$ cat src/rtl/audio_pkg.sv
// Shared audio types for the ADC receiver, DAC serializer and DSP channel strip.
package audio_pkg;

  localparam int SAMPLE_WIDTH = 16;

  typedef logic signed [SAMPLE_WIDTH-1:0] sample_t;

  typedef struct packed {
    sample_t left;
    sample_t right;
  } stereo_t;

endpackage

$ cat src/rtl/i2s_clk_gen.sv
// I2S master clock generator: BCLK/LRCK from the system clock plus edge
// strobes and the bit index within the current channel slot.
module i2s_clk_gen #(
  parameter int SLOT_WIDTH = 32,
  parameter int BCLK_HALF  = 2
) (
  input  logic                          clk_12,
  input  logic                          reset_n,
  input  logic                          enable,
  output logic                          bclk,
  output logic                          lrck,
  output logic                          bclk_rise,
  output logic                          bclk_fall,
  output logic [$clog2(SLOT_WIDTH)-1:0] slot_idx
);
  localparam int KW    = $clog2(SLOT_WIDTH);
  localparam int DIV_W = (BCLK_HALF > 1) ? $clog2(BCLK_HALF) : 1;
  localparam int BIT_W = $clog2(2 * SLOT_WIDTH);
  localparam logic [DIV_W-1:0] DIV_LAST = DIV_W'(BCLK_HALF - 1);
  localparam logic [BIT_W-1:0] BIT_LAST = BIT_W'(2 * SLOT_WIDTH - 1);
  localparam logic [BIT_W-1:0] SLOT_W   = BIT_W'(SLOT_WIDTH);

  logic [DIV_W-1:0] div_cnt;
  logic [BIT_W-1:0] bit_cnt, bit_cnt_nxt;
  logic             wrap;

  // Strobes fire in the cycle whose clock edge toggles bclk.
  assign wrap        = enable && (div_cnt == DIV_LAST);
  assign bclk_rise   = wrap && !bclk;
  assign bclk_fall   = wrap && bclk;
  assign bit_cnt_nxt = (bit_cnt == BIT_LAST) ? '0 : bit_cnt + 1'b1;
  // lrck always mirrors (bit_cnt >= SLOT_WIDTH), so it selects the slot offset.
  assign slot_idx    = KW'(lrck ? (bit_cnt - SLOT_W) : bit_cnt);

  // Divider, bit clock and frame position; disable parks everything at frame start.
  always_ff @(posedge clk_12 or negedge reset_n) begin
    if (!reset_n) begin
      div_cnt <= '0;
      bit_cnt <= '0;
      bclk    <= 1'b0;
      lrck    <= 1'b0;
    end else if (!enable) begin
      div_cnt <= '0;
      bit_cnt <= '0;
      bclk    <= 1'b0;
      lrck    <= 1'b0;
    end else begin
      div_cnt <= wrap ? '0 : div_cnt + 1'b1;
      if (wrap) bclk <= ~bclk;
      if (bclk_fall) begin
        bit_cnt <= bit_cnt_nxt;
        lrck    <= (bit_cnt_nxt >= SLOT_W);
      end
    end
  end

endmodule

$ cat src/rtl/adc_i2s_rx.sv
// I2S master receiver for the stereo ADC: deserializes MSB-first samples and
// publishes one left/right pair per frame on a valid/ready interface.
module adc_i2s_rx
  import audio_pkg::*;
#(
  parameter int SLOT_WIDTH = 32,
  parameter int BCLK_HALF  = 2
) (
  input  logic    clk_12,
  input  logic    reset_n,
  input  logic    enable,
  input  logic    adc_data,
  output logic    bclk,
  output logic    lrck,
  output sample_t left_out,
  output sample_t right_out,
  output logic    out_valid,
  input  logic    out_ready,
  output logic    overrun
);
  localparam int KW = $clog2(SLOT_WIDTH);
  localparam logic [KW-1:0] K_FIRST = KW'(1);
  localparam logic [KW-1:0] K_LAST  = KW'(SAMPLE_WIDTH);

  // The MSB sits one BCLK after the LRCK edge, so a sample needs SAMPLE_WIDTH+1 slot bits.
  if (SAMPLE_WIDTH > SLOT_WIDTH - 1) begin : g_width_chk
    $error("adc_i2s_rx: SAMPLE_WIDTH must not exceed SLOT_WIDTH-1");
  end

  logic          bclk_rise;
  logic          bclk_fall_unused;  // falling strobe serves the DAC path only
  logic [KW-1:0] slot_idx;

  i2s_clk_gen #(
    .SLOT_WIDTH (SLOT_WIDTH),
    .BCLK_HALF  (BCLK_HALF)
  ) u_clk_gen (
    .clk_12    (clk_12),
    .reset_n   (reset_n),
    .enable    (enable),
    .bclk      (bclk),
    .lrck      (lrck),
    .bclk_rise (bclk_rise),
    .bclk_fall (bclk_fall_unused),
    .slot_idx  (slot_idx)
  );

  sample_t shift_q, shift_nxt, left_hold;
  stereo_t pair_q;
  logic    pub_q, capture, slot_last;

  // ADC launches on the BCLK fall, so the bit is stable at the following rise.
  assign capture   = bclk_rise && (slot_idx >= K_FIRST) && (slot_idx <= K_LAST);
  assign slot_last = capture && (slot_idx == K_LAST);
  assign shift_nxt = {shift_q[SAMPLE_WIDTH-2:0], adc_data};
  assign left_out  = pair_q.left;
  assign right_out = pair_q.right;

  // Capture, left hold, pair publish and output handshake.
  always_ff @(posedge clk_12 or negedge reset_n) begin
    if (!reset_n) begin
      shift_q   <= '0;
      left_hold <= '0;
      pub_q     <= 1'b0;
      pair_q    <= '0;
      out_valid <= 1'b0;
      overrun   <= 1'b0;
    end else begin
      // Output side keeps running across enable=0 so a held pair can still drain.
      overrun <= pub_q && out_valid && !out_ready;
      if (pub_q) begin
        pair_q.left  <= left_hold;
        pair_q.right <= shift_q;
        out_valid    <= 1'b1;
      end else if (out_valid && out_ready) begin
        out_valid <= 1'b0;
      end

      if (!enable) begin
        shift_q   <= '0;
        left_hold <= '0;
        pub_q     <= 1'b0;
      end else begin
        pub_q <= slot_last && lrck;
        if (capture) shift_q <= shift_nxt;
        if (slot_last && !lrck) left_hold <= shift_nxt;
      end
    end
  end

endmodule

$ cat config.mk
export PLATFORM = sky130hd
export DESIGN_NAME = adc_i2s_rx
export DESIGN_NICKNAME = d
export VERILOG_FILES = /design/src/rtl/audio_pkg.sv /design/src/rtl/i2s_clk_gen.sv /design/src/rtl/adc_i2s_rx.sv
export SDC_FILE = /design/constraint.sdc
export NUM_CORES = 1
export LEC_CHECK = 0
export CORE_ASPECT_RATIO = 1.5
export CORE_MARGIN = 5
export CORE_UTILIZATION = 54
export CTS_CLUSTER_DIAMETER = 60
export DETAILED_ROUTE_END_ITERATION = 8
export PLACE_DENSITY_LB_ADDON = 0.1
export SETUP_SLACK_MARGIN = 0.05
export SLEW_MARGIN = 20
export SYNTH_ARGS = -nofsm -noshare
export SYNTH_HDL_FRONTEND = slang
export SYNTH_SLANG_ARGS = --single-unit
$ cat constraint.sdc
create_clock -name clk_12 -period 2.2 [get_ports clk_12]
set_input_delay 0.33 -clock clk_12 [delete_from_list [all_inputs] [get_ports clk_12]]
set_output_delay 0.33 -clock clk_12 [all_outputs]
set_load 0.01 [all_outputs]
* Word-level counts from Yosys, hierarchy flattened
Index checks and enable logic that the tools add are counted.
** Word-level totals
- Output and inout bits :: 36
- Flip-flop bits (word level) :: 76
- Memory bits (writable) :: 0
- Latch bits :: 0
- ROM bits :: 0
- Memories kept :: 0
- Bits of input ports :: 5
** Operators by class
- Equality and inequality tests :: 6
- Bitwise logic cells :: 1
- Div/mod/pow operators :: 0
- Reduce and logical (&&, ||, !) cells :: 15
- Shifts and indexed selects :: 0
- Multiplexer cells :: 17
- Order comparisons :: 3
- $mul :: 0
- Add/subtract/negate cells :: 3
** Operator list (count)
- $mux W16 :: 4
- $mux W6 :: 3
- $logic_and A1 B1 Y1 :: 11
- $mux W1 :: 9
- $ne A2 B1 Y1 const B :: 4
- $add A6 B1 Y6 const B :: 1
- $eq A6 B6 Y1 const B :: 1
- $ge A6 B6 Y1 const B :: 1
- $eq A5 B5 Y1 const B :: 1
- $ge A5 B1 Y1 const B :: 1
- $le A5 B5 Y1 const B :: 1
- $mux W5 :: 1
- $sub A5 B1 Y5 const B :: 1
- $logic_not A1 Y1 :: 3
- $reduce_bool A2 Y1 :: 1
- $add A1 B1 Y1 const B :: 1
- $not A1 Y1 :: 1

* Depth between registers and ports, before layout
Gate-level depths: netlist (run 1).
- Depth after elaboration :: 9
- Gate-level depth with buffers :: 8
- Gate-level depth less buffers :: 6

* Modules after synthesis
Synthesis (run 1) repeated with hierarchy kept, for this count alone.
** Unflattened totals
- Cell total of the unflattened synthesis :: 238
- Area, all modules :: 3121.7 µm²
** By module, submodules not included
- adc_i2s_rx :: area an instance 2643.8 µm², times used 1, seq. area each 1676.6 µm², cells an instance 185
- i2s_clk_gen :: area an instance 478.0 µm², times used 1, seq. area each 225.2 µm², cells an instance 53

* Least setup slack after synthesis (run 1)
OpenSTA, ideal clock, no wires.
- Kind :: flip-flop to flip-flop
- Start :: register u_clk_gen.bit_cnt[1]
- End :: register shift_q[2]
- Slack :: 0.591 ns
- Buffers on the path :: 1
- Arrival time :: 1.530 ns
- Required time :: 2.121 ns
- Cell stages (with the launch flop) :: 8
- Path through :: dfrtp_1 inv_1 ha_1 nor4_2 nand3_1 o211ai_4 buf_12 mux2i_1
** Between the ends
- Cells in the longest elaborated chain, start to end :: 6
** RTL lines
- from (decl) :: RTL line i2s_clk_gen.sv:24 : logic [BIT_W-1:0] bit_cnt, bit_cnt_nxt;
- from (signal assigned) :: RTL line i2s_clk_gen.sv:51 : bit_cnt <= bit_cnt_nxt;
- $sub A5 B1 Y5 :: RTL line i2s_clk_gen.sv:33 : assign slot_idx = KW'(lrck ? (bit_cnt - SLOT_W) : bit_cnt);
- $mux W5 (*) :: RTL line i2s_clk_gen.sv:33
- $ge A5 B1 Y1 :: RTL line adc_i2s_rx.sv:53 : assign capture = bclk_rise && (slot_idx >= K_FIRST) && (slot_idx <= K_LAST);
- $logic_and A1 B1 Y1 :: RTL line adc_i2s_rx.sv:53
- $logic_and A1 B1 Y1 (*) :: RTL line adc_i2s_rx.sv:53
- $ne A2 B1 Y1 (no source line) (*)
- to (signal assigned) :: RTL line adc_i2s_rx.sv:85 : if (capture) shift_q <= shift_nxt;
- to (decl) :: RTL line adc_i2s_rx.sv:48 : sample_t shift_q, shift_nxt, left_hold;
Every way passes the cells marked *; elsewhere a longest branch is shown, timed or not.
A chain may end at the register's enable or synchronous reset.

* Worst setup path after layout (run 1)
- Start :: register u_clk_gen.bit_cnt[1]
- End :: register shift_q[1]
Same word-level chain as after synthesis.

==> run summary, run 1 <==
Outcome
* run status: finished clean

Timing
* transition at the pin with the smallest max-transition slack: 0.4620 ns
* final setup violation count: 0
* final setup TNS: 0 ns
* Fin. Hold Viols: 0
* achievable clock frequency: 541.0 MHz
* Tcrit/Tclk final: 0.8402
* min Tclk post-route: 1.849 ns
* Max Clock Skew: 0.006532 ns
* relative slew slack: 0.6920
* setup repair after global routing missed its margin: no
* number of slew-limit violations in the final report: 0
* post-route worst hold slack: 0.4668 ns

Clock tree
* H-tree depth: 3
* post-CTS sizing: 0
* TritonCTS clock tree: yes
* number of buffers created by CTS: 9
* clock latency on the worst-skew pair: 0.35 ns
* Clk Tree Root Cell: sky130_fd_sc_hd__clkbuf_8
* clock transition at the register clock pins on the worst setup and hold paths after CTS: 0.07 ns
* Sink Count: 76
* Clock Path Buffers: 2
* post-CTS setup buffer count: 0

Logic synthesis
* number of enable-type register cells in the synthesized netlist: 0
* Distinct cells, synth: 34
* prevailing post-synth register cell: sky130_fd_sc_hd__dfrtp_1
* Syn Inst Count: 255
* Syn Area/Cell: 12.38 um2
* synthesized net count: 263
* share of async-settable or async-resettable flops after synthesis: 1.000
* Syn Std Cell Area: 0.003157 mm2
* number of warning messages in the yosys log: 0
* register area share after synthesis: 0.6025
* synthesis-stage register bit count: 76

Global routing
* largest net degree at the start of global routing: 48
* final global-route overflow total: 0
* global-route wire length before repair: 9.880 mm
* number of antenna violations at the first check in global routing: 0
* vias in the first global route: 2009
* global routing usage summed across all routing layers: 0.1711

Finish
* final net count: 304
* fraction of final layout cells sized beyond drive strength 1: 0.1827
* Core Util, Final: 0.6647
* # fillers: 445
* commonest non-fill, non-tap cells in the layout: 76 x sky130_fd_sc_hd__dfrtp_1, 50 x sky130_fd_sc_hd__nand2_1, 39 x sky130_fd_sc_hd__clkdlybuf4s50_1
* area grow syn2layout: 20.93%
* commonest non-fill, non-tap cell in the layout: sky130_fd_sc_hd__dfrtp_1
* antenna diode instance count: 0

Job
* number of max-cap violations: 0

Critical path
* Critical R2R Launch: u_clk_gen.bit_cnt[1]$_DFFE_PN0P_
* CP Capture Type: register
* type of the worst setup path: register to register
* biggest fanout along the worst timing path: 16
* launching element type of the critical path: register
* WP data required: 2.47 ns
* worst reg-to-reg setup slack: 0.35 ns
* Worst Reg2Reg Path Length in Cells: 7
* arrival time at the worst endpoint: 2.12 ns
* r2r endpoint: shift_q[1]$_DFFE_PN0P_

Detailed routing
* residual DRC count: 0
* via count of the routed design: 1958
* DR iter-0 viols: 154
* DRT Pass-1 Iters: 4
* drt via density: 5.249
* routed len/inst: 14.91 um
* Final Routed Wirelength: 5.563 mm
* final antenna-violating net count: 0

Die
* floorplan die height: 103.6 um
* top-level I/O count: 41
* initial standard-cell utilization of the core: 0.5497
* number of cell rows: 34
* floorplan die width: 72.43 um
* area of the core region: 0.005743 mm2
* Die ar.: 0.007507 mm2

Pwr
* Leakage Power: 0.001852 uW
* total power divided by cell area: 675.2 mW/mm2
* maximum ir drop on the vdd rail: 422.3 uV

Place
* Port Buffers: 40
* global placement routability congestion: 0.8458
* detailed-placement wirelength estimate: 3.660 mm

Worst hold path
* class of the most critical hold timing path: input pin to asynchronous set/reset pin

stage by stage:
stage | power (uW) | cells | setup slack [ns] | instance area, um2
final | 2578 | 373 | 0.3515 | 3817
after global routing | 2679 | 373 | 0.1776 | 3817
after CTS | 2610 | 373 | 0.3494 | 3817
after detailed placement | 1533 | 356 | 0.3687 | 3605
after global placement | 1533 | 356 | 0.4074 | 3605
after floorplan | 1481 | 255 | 0.5911 | 3157
synthesized netlist by cell type (2+ instances only):
cell type | number | area [um2]
sky130_fd_sc_hd__a21boi_0 | 3 | 22.52
sky130_fd_sc_hd__a31oi_1 | 2 | 12.51
sky130_fd_sc_hd__and2_1 | 4 | 25.02
sky130_fd_sc_hd__buf_2 | 4 | 20.02
sky130_fd_sc_hd__buf_6 | 4 | 45.04
sky130_fd_sc_hd__clkbuf_1 | 6 | 22.52
sky130_fd_sc_hd__dfrtp_1 | 76 | 1902
sky130_fd_sc_hd__ha_1 | 3 | 37.54
sky130_fd_sc_hd__inv_1 | 5 | 18.77
sky130_fd_sc_hd__mux2_2 | 32 | 360.4
sky130_fd_sc_hd__mux2i_1 | 16 | 160.2
sky130_fd_sc_hd__nand2_1 | 50 | 187.7
sky130_fd_sc_hd__nand3_1 | 8 | 40.04
sky130_fd_sc_hd__nor3_1 | 3 | 15.01
sky130_fd_sc_hd__o21ai_0 | 12 | 60.06
sky130_fd_sc_hd__o21ai_1 | 8 | 40.04
sky130_fd_sc_hd__xnor2_1 | 2 | 17.52
area by class of cell:
class	instances	area [um2]	area share
inverters	5	18.77	0.004916
clock buffers	13	158.9	0.04163
multi-input cells	158	1121	0.2937
clock inverters	3	43.79	0.01147
flip-flops and latches	76	1902	0.4982
well taps	72	90.09	0.02360
repair buffers	46	483.0	0.1265
flip-flops by register name, indices dropped and copies added (netlist names):
name and cells:
left_hold 16, u_clk_gen.bclk 1, shift_q 16, out_valid 1
left_out 16, u_clk_gen.div_cnt 1, overrun 1, pub_q 1
right_out 16, u_clk_gen.bit_cnt 6, u_clk_gen.lrck 1
how the worst max path moves through the flow:
stage,endpoint,cells after the start,slack (ns),start
finish,shift_q[1]$_DFFE_PN0P_,7,0.35,u_clk_gen.bit_cnt[1]$_DFFE_PN0P_
floorplan,shift_q[2]$_DFFE_PN0P_,7,0.59,u_clk_gen.bit_cnt[1]$_DFFE_PN0P_
global placement,left_hold[0]$_DFFE_PN0P_,6,0.41,enable
detailed placement,shift_q[15]$_DFFE_PN0P_,7,0.37,u_clk_gen.bit_cnt[1]$_DFFE_PN0P_
global route,shift_q[15]$_DFFE_PN0P_,7,0.18,u_clk_gen.bit_cnt[1]$_DFFE_PN0P_
CTS,shift_q[15]$_DFFE_PN0P_,7,0.35,u_clk_gen.bit_cnt[1]$_DFFE_PN0P_
critical path, stage by stage (launching register included):
cell,delay (ns)
sky130_fd_sc_hd__dfrtp_1,0.43
sky130_fd_sc_hd__inv_1,0.10
sky130_fd_sc_hd__ha_1,0.20
sky130_fd_sc_hd__nor4_2,0.28
sky130_fd_sc_hd__nand3_1,0.16
sky130_fd_sc_hd__o211ai_4,0.08
sky130_fd_sc_hd__buf_4,0.30
sky130_fd_sc_hd__mux2i_1,0.22
metal layers:
layer / share of wire / global-route usage / vias to the layer above / wire, um
met5: 0 / 0 / - / 0
met4: 0.030 / 0.1082 / 0 / 166
met3: 0.041 / 0.03295 / 12 / 228
met2: 0.49 / 0.2510 / 46 / 2705
met1: 0.44 / 0.2299 / 949 / 2463
li1: - / - / 951 / -
logic make-up (layout without fill, tap and decap cells):
group	Yosys count	in the layout	synth area share
adders and majority gates	3	3	0.01189
buffers and inverters	21	67	0.04241
and+or+nand+nor	75	75	0.1134
DFF	76	76	0.6025
xor gates and xnor gates	3	3	0.008325
AOI/OAI and AO/OA	29	29	0.05668
muxes	48	48	0.1649
where the power goes:
group / switching, uW / internal [uW] / total (uW)
clock: 483 / 589 / 1070
combinational: 61.0 / 35.0 / 95.9
sequential: 7.78 / 1400 / 1410
repair_timing:
item,4_1_cts,5_1_grt
hold buffers,1,0
setup endpoints to repair,0,0
endpoints found under the hold margin,33,0
(Power assumes the default switching activity.)
==> run 2: changes to the inputs <==
- CORE_UTILIZATION: 54 -> 49
- clock period: 2.2 -> 1.5 ns (I/O delays scaled with it)
==> run 2 against run 1 <==
Compared with the run above:
- largest cell class unchanged
- die area rose by 9.0%
- non-clock buffer count is 16 higher
- via count rose by 7.0%
- clock power is 89% higher
- setup slack lost 0.51 ns
- critical endpoint is now left_hold[11]$_DFFE_PN0P_
- design area grew 6.9%
- critical path depth unchanged
- the run now ends with setup timing left
- critical path type unchanged
- combinational power rose by 86%
- sequential power up 46%
- largest power group unchanged
- count of clock-buffer cells in the layout fell by 3
- maximum frequency grew 11%
==> run summary, run 2 (synthesis gave the netlist of run 1 again) <==
Finish
* Core Util, Final: 0.6563, -0.008368
* final net count: 320, +5.3%
* fraction of final layout cells sized beyond drive strength 1: 0.2808, +0.09803
* area grow syn2layout: 29.29%
* commonest non-fill, non-tap cells in the layout: 74 x sky130_fd_sc_hd__dfrtp_1, 47 x sky130_fd_sc_hd__nand2_1, 36 x sky130_fd_sc_hd__dlygate4sd2_1
* antenna diode instance count: 0, unchanged
* commonest non-fill, non-tap cell in the layout: sky130_fd_sc_hd__dfrtp_1

Clock tree
* H-tree depth: 3, unchanged
* number of buffers created by CTS: 9, unchanged
* clock transition at the register clock pins on the worst setup and hold paths after CTS: 0.08 ns, about the same
* Clk Tree Root Cell: sky130_fd_sc_hd__clkbuf_8
* Clock Path Buffers: 2, unchanged
* TritonCTS clock tree: yes
* Sink Count: 76, unchanged
* clock latency on the worst-skew pair: 0.34 ns, about the same

Critical path
* worst reg-to-reg setup slack: -0.16 ns, -0.51 ns
* WP data required: 1.76 ns, -0.71 ns
* launching element type of the critical path: register
* crit-path cells: inv_2, ha_4, nor3b_4, and4b_2, buf_12, nand3_1, o21ai_1
* CP Capture Type: register
* cell with the largest stage delay on the worst path: sky130_fd_sc_hd__dfrtp_1
* number of buffer and inverter instances along the worst setup path: 2, unchanged
* type of the worst setup path: register to register
* arrival time at the worst endpoint: 1.92 ns, -0.20 ns
* top cell family by delay on the critical path: simple AND/OR/NAND/NOR gates
* largest stage delay on the critical path: 0.41 ns, -0.02 ns
* biggest fanout along the worst timing path: 8, -8

Outcome
* run status: finished, violations left
* failing checks: setup timing

Timing
* transition at the pin with the smallest max-transition slack: 0.4650 ns, +0.003042 ns
* Final WS setup: -0.1596 ns, -0.5110 ns
* Fin. Hold Viols: 0, unchanged
* setup repair after global routing missed its margin: yes
* number of slew-limit violations in the final report: 0, unchanged
* final setup violation count: 32, +32
* Max Clock Skew: 0.01071 ns, +0.004178 ns
* Tcrit/Tclk final: 1.106, +0.2661
* achievable clock frequency: 602.6 MHz, +11%
* relative slew slack: 0.6900, -0.002028
* min Tclk post-route: 1.660 ns, -0.1890 ns

Die
* initial standard-cell utilization of the core: 0.5076, -0.04203
* area of the core region: 0.006218 mm2, +8.3%
* floorplan die height: 108.3 um, +4.5%
* top-level I/O count: 41, unchanged
* floorplan die width: 75.54 um, +4.3%
* Die ar.: 0.008181 mm2, +9.0%
* number of cell rows: 35, +2.9%

Detailed routing
* residual DRC count: 0, unchanged
* DRT Pass-1 Iters: 4, unchanged
* Final Routed Wirelength: 6.212 mm, +12%
* via count of the routed design: 2095, +7.0%
* routed len/inst: 15.89 um, +6.5%
* DR iter-0 viols: 127, -18%
* drt via density: 5.358, +2.1%
* final antenna-violating net count: 0, unchanged

Pwr
* total power divided by cell area: 1044 mW/mm2, +55%
* maximum ir drop on the vdd rail: 684.8 uV, +62%
* Final Total Pwr: 4263 uW, +65%
* Leakage Power: 0.002167 uW, +17%

Place
* Port Buffers: 40, unchanged
* global placement routability congestion: 0.7872, -6.9%
* pre-CTS setup slack: -0.1041 ns, -0.4728 ns
* detailed-placement wirelength estimate: 3.834 mm, +4.8%

Global routing
* vias in the first global route: 2152, +7.1%
* final global-route overflow total: 0, unchanged
* largest net degree at the start of global routing: 48, unchanged
* number of antenna violations at the first check in global routing: 0, unchanged
* global routing usage summed across all routing layers: 0.1634, -0.007654
* global-route wire length before repair: 10.12 mm, +2.4%

Worst hold path
* class of the most critical hold timing path: input pin to asynchronous set/reset pin

Job
* number of max-cap violations: 0, unchanged

[run 2: through the flow]
stage	instance area, um2	setup TNS, ns	hold WS [ns]	cells
after floorplan	3159	-1.060	-0.07059	255
after global placement	3710	-1.273	0.1606	368
after detailed placement	3710	-1.794	0.1677	368
after CTS	3960	-2.481	0.3352	387
after global routing	4081	-5.923	0.3510	391
final	4081	-3.856	0.3348	391
[run 2: per-layer routing]
metal	wire length, um	up-vias	global-route usage
met5	0	-	0
met3	175	7	0.03628
li1	-	978	-
met1	2700	1075	0.2083
met2	3241	35	0.2608
met4	94	0	0.07500
[run 2: final timing paths]
check | depth (start not counted) | to | startpoint
setup / recovery | 7 | left_hold[11]$_DFFE_PN0P_ | u_clk_gen.bit_cnt[0]$_DFFE_PN0P_
hold / removal | 2 | left_out[13]$_DFFE_PN0P_ | reset_n
setup reg to reg | 7 | left_hold[11]$_DFFE_PN0P_ | u_clk_gen.bit_cnt[0]$_DFFE_PN0P_
hold reg to reg | 1 | out_valid$_DFFE_PN0P_ | out_valid$_DFFE_PN0P_
max in group asynchronous | 3 | u_clk_gen.bit_cnt[3]$_DFFE_PN0P_ | reset_n
min in group clk_12 | 3 | shift_q[0]$_DFFE_PN0P_ | adc_data
[run 2: where the power goes]
| group | internal (uW) | switching, uW |
|---|---|---|
| sequential | 2060 | 6.80 |
| clock | 1280 | 745 |
| combinational | 74.9 | 103 |
| total | 3410 | 855 |
[run 2: what timing repair did]
action | CTS | global route
hold buffers | 1 | 0
pin swaps | 4 | 5
resized for setup | 39 | 25
endpoints found under the setup margin | 68 | 35
cloned | 0 | 2
hold endpoints to repair | 25 | 0
setup buffers | 2 | 2
[run 2: area by class of cell]
type / count / area, um2
Multi-Input combinational cell: 158 / 1172
Clock buffer: 10 / 127.6
Inverter: 5 / 18.77
Tap cell: 74 / 92.59
Timing Repair Buffer: 62 / 629.4
Sequential cell: 76 / 1904
Fill cell: 493 / 2137
Clock inverter: 6 / 136.4
==> run 3: changes to the inputs <==
- GPL_TIMING_DRIVEN: default -> 0
==> run 3 against run 2 <==
Compared with the run above:
- the run still ends with setup timing left
- setup slack got worse by 0.028 ns
- sequential share of layout area decreased by 0.69 points
- total power decreased by 7.7%
- clock power down 17%
- register-to-register slack lost 0.03 ns
- wire length grew 12%
- sequential power hardly changed
- combinational power up 5%
- design area up 1.5%
- critical endpoint is now left_hold[1]$_DFFE_PN0P_
- largest cell class unchanged
==> run summary, run 3 (synthesis gave the netlist of run 1 again) <==
Critical path
* Worst Reg2Reg Path Length in Cells: 8, +1
* largest stage delay on the critical path: 0.45 ns, +0.04 ns
* worst reg-to-reg setup slack: -0.19 ns, -0.03 ns
* Critical R2R Launch: u_clk_gen.bit_cnt[0]$_DFFE_PN0P_
* cell with the largest stage delay on the worst path: sky130_fd_sc_hd__dfrtp_2
* launching element type of the critical path: register
* crit-path cells: inv_2, ha_4, nor3b_4, and4b_1, buf_6, buf_8, nand2_1, o21ai_1
* type of the worst setup path: register to register
* biggest fanout along the worst timing path: 10, +2
* arrival time at the worst endpoint: 1.95 ns, +0.03 ns
* CP Capture Type: register
* WP data required: 1.76 ns, about the same
* r2r endpoint: left_hold[1]$_DFFE_PN0P_

Pwr
* maximum ir drop on the vdd rail: 895.1 uV, +31%
* Final Total Pwr: 3936 uW, -7.7%
* total power divided by cell area: 950.1 mW/mm2, -9.0%
* Leakage Power: 0.002199 uW, +1.5%

Clock tree
* Sink Count: 76, unchanged
* clock transition at the register clock pins on the worst setup and hold paths after CTS: 0.07 ns, about the same
* number of buffers created by CTS: 9, unchanged
* Clock Path Buffers: 2, unchanged
* Clk Tree Root Cell: sky130_fd_sc_hd__clkbuf_8
* clock latency on the worst-skew pair: 0.34 ns, about the same
* TritonCTS clock tree: yes
* H-tree depth: 3, unchanged

Outcome
* failing checks: setup timing
* run status: finished, violations left

Die
* number of cell rows: 35, unchanged
* floorplan die width: 75.54 um, unchanged
* floorplan die height: 108.3 um, unchanged
* top-level I/O count: 41, unchanged
* Die ar.: 0.008181 mm2, unchanged
* initial standard-cell utilization of the core: 0.5076, unchanged
* area of the core region: 0.006218 mm2, unchanged

Global routing
* final global-route overflow total: 0, unchanged
* global-route wire length before repair: 11.34 mm, +12%
* global routing usage summed across all routing layers: 0.1838, +0.02032
* vias in the first global route: 2296, +6.7%
* number of antenna violations at the first check in global routing: 0, unchanged
* largest net degree at the start of global routing: 54, +13%

Detailed routing
* Final Routed Wirelength: 6.929 mm, +12%
* DRT Pass-1 Iters: 4, unchanged
* routed len/inst: 17.45 um, +9.9%
* residual DRC count: 0, unchanged
* via count of the routed design: 2116, +1.0%
* final antenna-violating net count: 0, unchanged
* DR iter-0 viols: 115, -9.4%
* drt via density: 5.330, -0.52%

Place
* Port Buffers: 40, unchanged
* detailed-placement wirelength estimate: 4.531 mm, +18%
* pre-CTS setup slack: -0.4474 ns, -0.3432 ns
* global placement routability congestion: 0.7472, -5.1%

Timing
* post-route worst hold slack: 0.3280 ns, -0.006817 ns
* min Tclk post-route: 1.688 ns, +0.02804 ns
* Fin. Hold Viols: 0, unchanged
* number of slew-limit violations in the final report: 0, unchanged
* Final WS setup: -0.1876 ns, -0.02804 ns
* transition at the pin with the smallest max-transition slack: 0.5033 ns, +0.03822 ns
* Tcrit/Tclk final: 1.125, +0.01869
* Max Clock Skew: 0.005928 ns, -0.004781 ns
* setup repair after global routing missed its margin: yes
* relative slew slack: 0.6645, -0.02548
* achievable clock frequency: 592.6 MHz, -1.7%
* final setup violation count: 32, unchanged
* final setup TNS: -5.053 ns, -1.196 ns

Finish
* commonest non-fill, non-tap cell in the layout: sky130_fd_sc_hd__dfrtp_1
* # fillers: 482, -2.2%
* final net count: 326, +1.9%
* commonest non-fill, non-tap cells in the layout: 74 x sky130_fd_sc_hd__dfrtp_1, 41 x sky130_fd_sc_hd__nand2_1, 36 x sky130_fd_sc_hd__dlygate4sd2_1
* fraction of final layout cells sized beyond drive strength 1: 0.3096, +0.02884
* area grow syn2layout: 31.23%
* antenna diode instance count: 0, unchanged

Job
* number of max-cap violations: 0, unchanged

Worst hold path
* class of the most critical hold timing path: input pin to asynchronous set/reset pin

==> run 3: cell types whose count changed in the layout (fill, tap and decap cells not counted), sizes merged <==
cell	before	now
clkinvlp	1	0
clkbuf	12	17
clkinv	1	3
buf	20	22
bufinv	4	2
==> run 3: worst max-delay path, delay by kind of cell (launching register included) <==
family | cells | cell delay [ns]
AND/OR/NAND/NOR | 3 | 0.55
flip-flops | 1 | 0.45
buffers and inverters | 3 | 0.41
adder cells (fa/ha/maj) | 1 | 0.12
AO/OA/AOI/OAI | 1 | 0.08
==> run 3: worst max-delay path by stage <==
stage | from | to | slack, ns | depth (start not counted)
floorplan | u_clk_gen.bit_cnt[1]$_DFFE_PN0P_ | shift_q[2]$_DFFE_PN0P_ | -0.07 | 7
CTS | u_clk_gen.bit_cnt[0]$_DFFE_PN0P_ | shift_q[7]$_DFFE_PN0P_ | -0.16 | 7
global route | u_clk_gen.bit_cnt[1]$_DFFE_PN0P_ | shift_q[0]$_DFFE_PN0P_ | -0.31 | 8
finish | u_clk_gen.bit_cnt[0]$_DFFE_PN0P_ | left_hold[1]$_DFFE_PN0P_ | -0.19 | 8
global placement | reset_n | left_hold[3]$_DFFE_PN0P_ | -2.46 | 1
detailed placement | enable | shift_q[7]$_DFFE_PN0P_ | -0.45 | 5
==> run 3: report_power, final <==
group	switching, uW	internal, uW	total (uW)
registers	10.8	2060	2070
logic	106	81.0	187
clock network	707	974	1680
==> run 3: metrics by stage <==
step                cells  instance area [um2]    util
CTS                   395                 3990  0.6417
detailed placement    370                 3677  0.5913
global placement      369                 3652  0.5873
global route          397                 4143  0.6662
finish                397                 4143  0.6662
floorplan             255                 3159       -
==> run 3: metal layers <==
layer | GRT usage | part of all wire | vias to the layer above
met3 | 0.03256 | 0.036 | 16
met2 | 0.3072 | 0.54 | 52
li1 | - | - | 996
met4 | 0.06375 | 0.028 | 0
met5 | 0 | 0 | -
met1 | 0.2359 | 0.40 | 1052
==> run 3: layout make-up <==
cell class                      count  area, um2  area share
Clock buffer                       11      141.4     0.03413
Multi-Input combinational cell    158       1222      0.2951
Clock inverter                      5      75.07     0.01812
Tap cell                           74      92.59     0.02235
Sequential cell                    76       1904      0.4597
Timing Repair Buffer               54      559.3      0.1350
Buffer                             14      128.9     0.03111
Inverter                            5      18.77    0.004530
==> run 3: what timing repair did <==
item                                    in CTS  in global routing
endpoints found under the setup margin      93                 39
resized for setup                           50                 33
pin swaps                                    2                 11
hold buffers                                 1                  0
setup buffers                                8                  1
hold endpoints to repair                    23                  0
cloned                                       1                  2
